## src/rtl/mem_port_arbiter_pkg.sv

```systemverilog
// Shared types and constants for the IF/MEM memory-port arbiter.
// Latency: n/a (types only).
// Backpressure: n/a (types only).
package mem_port_arbiter_pkg;

    // Arbiter FSM states: idle, data access in flight, instruction fetch in flight
    typedef enum logic [1:0] {
        IDLE  = 2'd0,
        DATA  = 2'd1,
        FETCH = 2'd2
    } arb_state_t;

    // Consecutive data grants allowed while a fetch is waiting
    localparam int DEFAULT_MAX_DATA_STREAK = 4;

    // Width of the data-streak counter (limit is at most 15)
    localparam int STREAK_W = 4;

endpackage

```

## src/rtl/mem_port_arbiter.sv

```systemverilog
// Shares one external memory port between IF fetches and MEM-stage loads/stores; data has priority with a streak limit.
// Latency: request registered one cycle after it is seen in IDLE; result/done registered one cycle after ext_ack.
// Backpressure: one request outstanding; data_ready_mem low holds the whole pipeline until the data access completes.
module mem_port_arbiter
    import mem_port_arbiter_pkg::*;
#(
    parameter int MAX_DATA_STREAK = DEFAULT_MAX_DATA_STREAK
) (
    input  logic        clk,
    input  logic        rstn,
    input  logic        fetch_req,
    input  logic [31:0] fetch_addr,
    input  logic        if_flush,
    output logic        fetch_valid,
    output logic [31:0] fetch_rdata,
    input  logic        memread_mem,
    input  logic        memwrite_mem,
    input  logic [31:0] alu_result_mem,
    input  logic [31:0] write_data_memory_mem,
    output logic [31:0] data_from_memory_mem,
    output logic        data_ready_mem,
    output logic        ext_req,
    output logic        ext_we,
    output logic [31:0] ext_addr,
    output logic [31:0] ext_wdata,
    input  logic        ext_ack,
    input  logic [31:0] ext_rdata
);

    localparam logic [STREAK_W-1:0] STREAK_MAX = STREAK_W'(MAX_DATA_STREAK);

    arb_state_t          state;
    logic [STREAK_W-1:0] streak;
    logic                kill;
    logic                data_done;

    logic mem_access;
    logic data_pend;
    logic fetch_go;
    logic fetch_turn;
    logic data_wins;

    assign mem_access = memread_mem | memwrite_mem;
    assign data_pend  = mem_access & ~data_done;
    assign fetch_go   = fetch_req & ~if_flush;
    assign fetch_turn = fetch_go & (streak == STREAK_MAX);
    // In the data_done cycle the finished access is still on the inputs while
    // the pipeline advances; it keeps data's priority slot (no re-issue, and
    // no fetch slipping ahead of the streak rule), so the cycle is spent idle.
    assign data_wins  = mem_access & ~fetch_turn;

    // The pipeline may advance when there is no MEM access or the access just finished
    assign data_ready_mem = ~mem_access | data_done;

    // Arbiter FSM: grant, track completion, streak counting and fetch kill
    always_ff @(posedge clk or negedge rstn) begin
        if (!rstn) begin
            state                <= IDLE;
            streak               <= '0;
            kill                 <= 1'b0;
            data_done            <= 1'b0;
            ext_req              <= 1'b0;
            ext_we               <= 1'b0;
            ext_addr             <= '0;
            ext_wdata            <= '0;
            fetch_valid          <= 1'b0;
            fetch_rdata          <= '0;
            data_from_memory_mem <= '0;
        end else begin
            data_done   <= 1'b0;
            fetch_valid <= 1'b0;
            case (state)
                IDLE: begin
                    if (data_wins) begin
                        if (data_pend) begin
                            state     <= DATA;
                            ext_req   <= 1'b1;
                            ext_we    <= memwrite_mem;
                            ext_addr  <= alu_result_mem;
                            ext_wdata <= write_data_memory_mem;
                            if (fetch_req && (streak != STREAK_MAX)) begin
                                streak <= streak + 1'b1;
                            end
                        end
                    end else if (fetch_go) begin
                        state     <= FETCH;
                        ext_req   <= 1'b1;
                        ext_we    <= 1'b0;
                        ext_addr  <= fetch_addr;
                        ext_wdata <= '0;
                        streak    <= '0;
                    end
                    if (!fetch_req) begin
                        streak <= '0;
                    end
                end
                DATA: begin
                    if (ext_ack) begin
                        state     <= IDLE;
                        ext_req   <= 1'b0;
                        data_done <= 1'b1;
                        if (!ext_we) begin
                            data_from_memory_mem <= ext_rdata;
                        end
                    end
                end
                FETCH: begin
                    if (if_flush) begin
                        kill <= 1'b1;
                    end
                    if (ext_ack) begin
                        state   <= IDLE;
                        ext_req <= 1'b0;
                        kill    <= 1'b0;
                        if (!kill && !if_flush) begin
                            fetch_valid <= 1'b1;
                            fetch_rdata <= ext_rdata;
                        end
                    end
                end
                default: begin
                    state   <= IDLE;
                    ext_req <= 1'b0;
                end
            endcase
        end
    end

endmodule

```

## config.mk

```make
export PLATFORM = sky130hd
export DESIGN_NAME = mem_port_arbiter
export DESIGN_NICKNAME = d
export VERILOG_FILES = /design/src/rtl/mem_port_arbiter_pkg.sv /design/src/rtl/mem_port_arbiter.sv
export SDC_FILE = /design/constraint.sdc
export NUM_CORES = 1
export LEC_CHECK = 0
export CAP_MARGIN = 5
export CORE_UTILIZATION = 38
export DETAILED_ROUTE_END_ITERATION = 6
export HOLD_SLACK_MARGIN = 0.08
export PLACE_DENSITY = 0.84
export SYNTH_ARGS = -nofsm -noshare
export SYNTH_HDL_FRONTEND = slang
export SYNTH_SLANG_ARGS = --single-unit
```

## constraint.sdc

```tcl
create_clock -name clk -period 2 [get_ports clk]
set_clock_uncertainty 0.2 [all_clocks]
set_input_delay 0.4 -clock clk [delete_from_list [all_inputs] [get_ports clk]]
set_output_delay 0.4 -clock clk [all_outputs]
set_load 0.005 [all_outputs]
```

==> impl_metrics.py <==
metrics = {
    "status": {
        "status": "finished, violations left",
        "failed_checks": "setup timing",
    },
    "power": {
        "peakVddDrop_v": 0.000793,
        "total_power_uw": 14900,
        "p_leak_uw": 0.00461,
        "power_density_nw_per_um2": 1460,
    },
    "timing": {
        "tightest_slew_ps": 323,
        "finalSetupTns_ps": -7990,
        "setup_violations": 68,
        "relSlewSlack": 0.785,
        "timing.final.crit_period_ps": 2200,
        "worst_slack_ps": -204,
        "hold-worst-slack_ps": 235,
        "rsz0062_at_grt": "yes",
        "hold_viol": 0,
        "min_period_over_period": 1.10,
        "clock.fmax_ghz": 0.454,
        "slew_violations": 0,
    },
    "worst_setup_path": {
        "worstPathMaxFanout": 8,
        "start_kind": "flip-flop",
        "end_kind": "flip-flop",
        "critical_path_arrival_ps": 2290,
        "crit_required_ps": 2080,
        "crit_type": "reg2reg",
    },
    "placed_design": {
        "port_buffers": 266,
        "dpl.hpwl_mm": 11.8,
        "gp_congestion": 0.779,
        "pre_cts_ws_ps": -499,
        "post_dp_cell_area_um2": 9110,
    },
    "routing": {
        "vias": 4600,
        "drc": 0,
        "drt_wl_total_mm": 17.6,
        "first_pass_iters": 4,
        "wl_per_cell_um": 18.1,
        "drt_iter0_markers": 128,
        "vias_per_cell": 4.74,
        "antenna_left": 0,
    },
    "finish": {
        "area_delta_synth_final_pct": 68.7,
        "fin_area_um2": 10200,
        "drive_gt1_frac": 0.293,
        "diodes": 0,
        "nets": 887,
        "fill_cells": 1097,
    },
    "logic_synthesis": {
        "yosysUniqueCellTypes": 37,
        "synth_area_um2": 6050,
        "synthCells": 437,
        "synth_seq_area_share": 0.575,
        "yosysWarningCount": 0,
        "avgSynthCellArea_um2": 13.8,
        "syn-num-nets": 577,
        "synth_seq_cells": 139,
    },
    "global_route": {
        "grt_first_pass_wirelength_mm": 25.2,
        "antenna_found_initial": 0,
        "overflow": 0,
        "grt_use_total": 0.200,
        "grt_pass1_vias": 4930,
        "grt_max_degree": 56,
    },
    "cts": {
        "cts.clk_slew.worst_paths_ps": 60,
        "h-tree-depth": 4,
        "cts_buffers": 17,
        "max-clock-path-buffers": 2,
        "insertion_delay_ps": 410,
        "clockRootBuffer": "clkbuf_16",
        "cts_tree": "built",
        "clkSinkCount": 139,
    },
    "die": {
        "io_pins": 267,
        "chipWidth_um": 128,
        "rows": 45,
        "die_y_um": 128,
        "start_util": 0.394,
        "core_um2": 15400,
        "floorplan.die_area_um2": 16400,
    },
    "job": {
        "timing.max_cap.violations": 0,
    },
    "worst_hold_path": {
        "holdCritPathClass": "in2async",
    },
}
## path summary, 6_finish.rpt
kind | slack [ps] | end | cells after the start | start
setup reg to reg | -200 | ext_addr[1] | 8 | streak[1]
setup / recovery | -200 | ext_addr[1] | 8 | streak[1]
hold reg to reg | 300 | ext_req | 1 | ext_req
hold / removal | 240 | fetch_rdata[9] | 2 | rstn
max in group asynchronous | 750 | fetch_rdata[19] | 3 | rstn
min in group clk | 240 | ext_we | 3 | memwrite_mem
## state kept, by name, summed over array words and instances, names as in the netlist
signal / count
data_from_memory_mem: 32
ext_addr: 32
ext_wdata: 32
fetch_rdata: 32
streak: 4
state: 2
data_done: 1
ext_req: 1
ext_we: 1
fetch_valid: 1
kill: 1
## logic make-up after synthesis
kind of cell / count (synthesis) / synth area share
adder cells (fa/ha/maj): 5 / 0.0103
multiplexers: 163 / 0.297
flip-flops: 139 / 0.575
AO/OA/AOI/OAI: 15 / 0.0188
buffers and inverters: 62 / 0.0569
AND/OR/NAND/NOR: 53 / 0.0416
## stage by stage
| stage | utilization | cells |
|---|---|---|
| 2_1_floorplan | - | 437 |
| 3_3_place_gp | 0.593 | 920 |
| 3_5_place_dp | 0.593 | 920 |
| 4_1_cts | 0.631 | 955 |
| 5_1_grt | 0.664 | 971 |
| 6_report | 0.664 | 971 |
## timing repair
item / CTS / global route
endpoints found under the hold margin: 139 / 0
hold buffers: 1 / 0
endpoints found under the setup margin: 68 / 71
cloned: 0 / 9
pin swaps: 2 / 5
buffers inserted: 2 / 7
gates resized for setup: 11 / 67
## cells in the mapped netlist
cell type	instances	area, um2
and3_1	1	6.26
buf_2	7	35.0
a22o_1	1	8.76
nand4_1	1	6.26
mux2_2	126	1420
clkbuf_1	3	11.3
a31oi_1	2	12.5
inv_1	40	150
mux2i_1	35	350
nand3b_1	1	7.51
o21ba_2	1	10.0
buf_8	2	30.0
o211ai_1	1	7.51
a32o_1	2	20.0
nor3_2	1	10.0
buf_4	1	7.51
nor2_1	2	7.51
nand2_1	35	131
buf_12	1	20.0
nand3_1	4	20.0
or2_1	1	6.26
and2_1	1	6.26
mux2_4	2	30.0
o21ai_2	1	8.76
a21oi_1	2	10.0
or3b_1	1	8.76
a21oi_2	1	8.76
dfrtp_1	139	3480
nand2b_1	2	12.5
o21a_1	2	15.0
or4_4	1	11.3
o31ai_1	1	7.51
ha_1	5	62.6
buf_6	8	90.1
and3b_1	1	8.76
nand4b_1	1	8.76
o21ai_0	1	5.00
## power breakdown
| group | total [uW] | internal (uW) | switching (uW) |
|---|---|---|---|
| logic | 7080 | 4730 | 2350 |
| clock network | 2810 | 1590 | 1220 |
| registers | 5030 | 4210 | 812 |
## worst max-delay path, stage by stage (launching register included)
cell and delay (ps):
dfrtp_1 390, inv_2 90, ha_4 130, nand3b_1 160, o21ai_4 190, buf_12 160
clkbuf_16 170, mux2_4 300, mux2_4 280
## metal layers
metal  vias up  global-route usage  share of wire
met5         -                   0              0
met4         0              0.0609         0.0094
met3        13              0.0902          0.097
met2       187               0.361           0.51
met1      2285               0.207           0.38
li1       2115                   -              -
## cell usage in the layout, fill, tap and decap left out, drive strengths merged, types with 2 or more instances in the layout
| master | synthesis | final |
|---|---|---|
| a21oi | 3 | 3 |
| a31oi | 2 | 2 |
| a32o | 2 | 2 |
| buf | 19 | 40 |
| clkbuf | 3 | 26 |
| clkdlybuf4s50 | 0 | 262 |
| clkinv | 0 | 5 |
| clkinvlp | 0 | 5 |
| dfrtp | 139 | 139 |
| dlygate4sd2 | 0 | 3 |
| ha | 5 | 5 |
| inv | 40 | 43 |
| mux2 | 128 | 128 |
| mux2i | 35 | 35 |
| nand2 | 35 | 35 |
| nand2b | 2 | 2 |
| nand3 | 4 | 4 |
| nor2 | 2 | 2 |
| o21a | 2 | 2 |
| o21ai | 2 | 2 |
## cell type report
type | instances | area, um2 | area share
Clock buffer | 19 | 433 | 0.0424
Sequential cell | 139 | 3480 | 0.341
Tap cell | 211 | 264 | 0.0259
Inverter | 40 | 150 | 0.0147
Multi-Input combinational cell | 236 | 2490 | 0.244
Timing Repair Buffer | 313 | 3300 | 0.323
Clock inverter | 13 | 96.3 | 0.00944
Power figures use the tool's default switching activity.
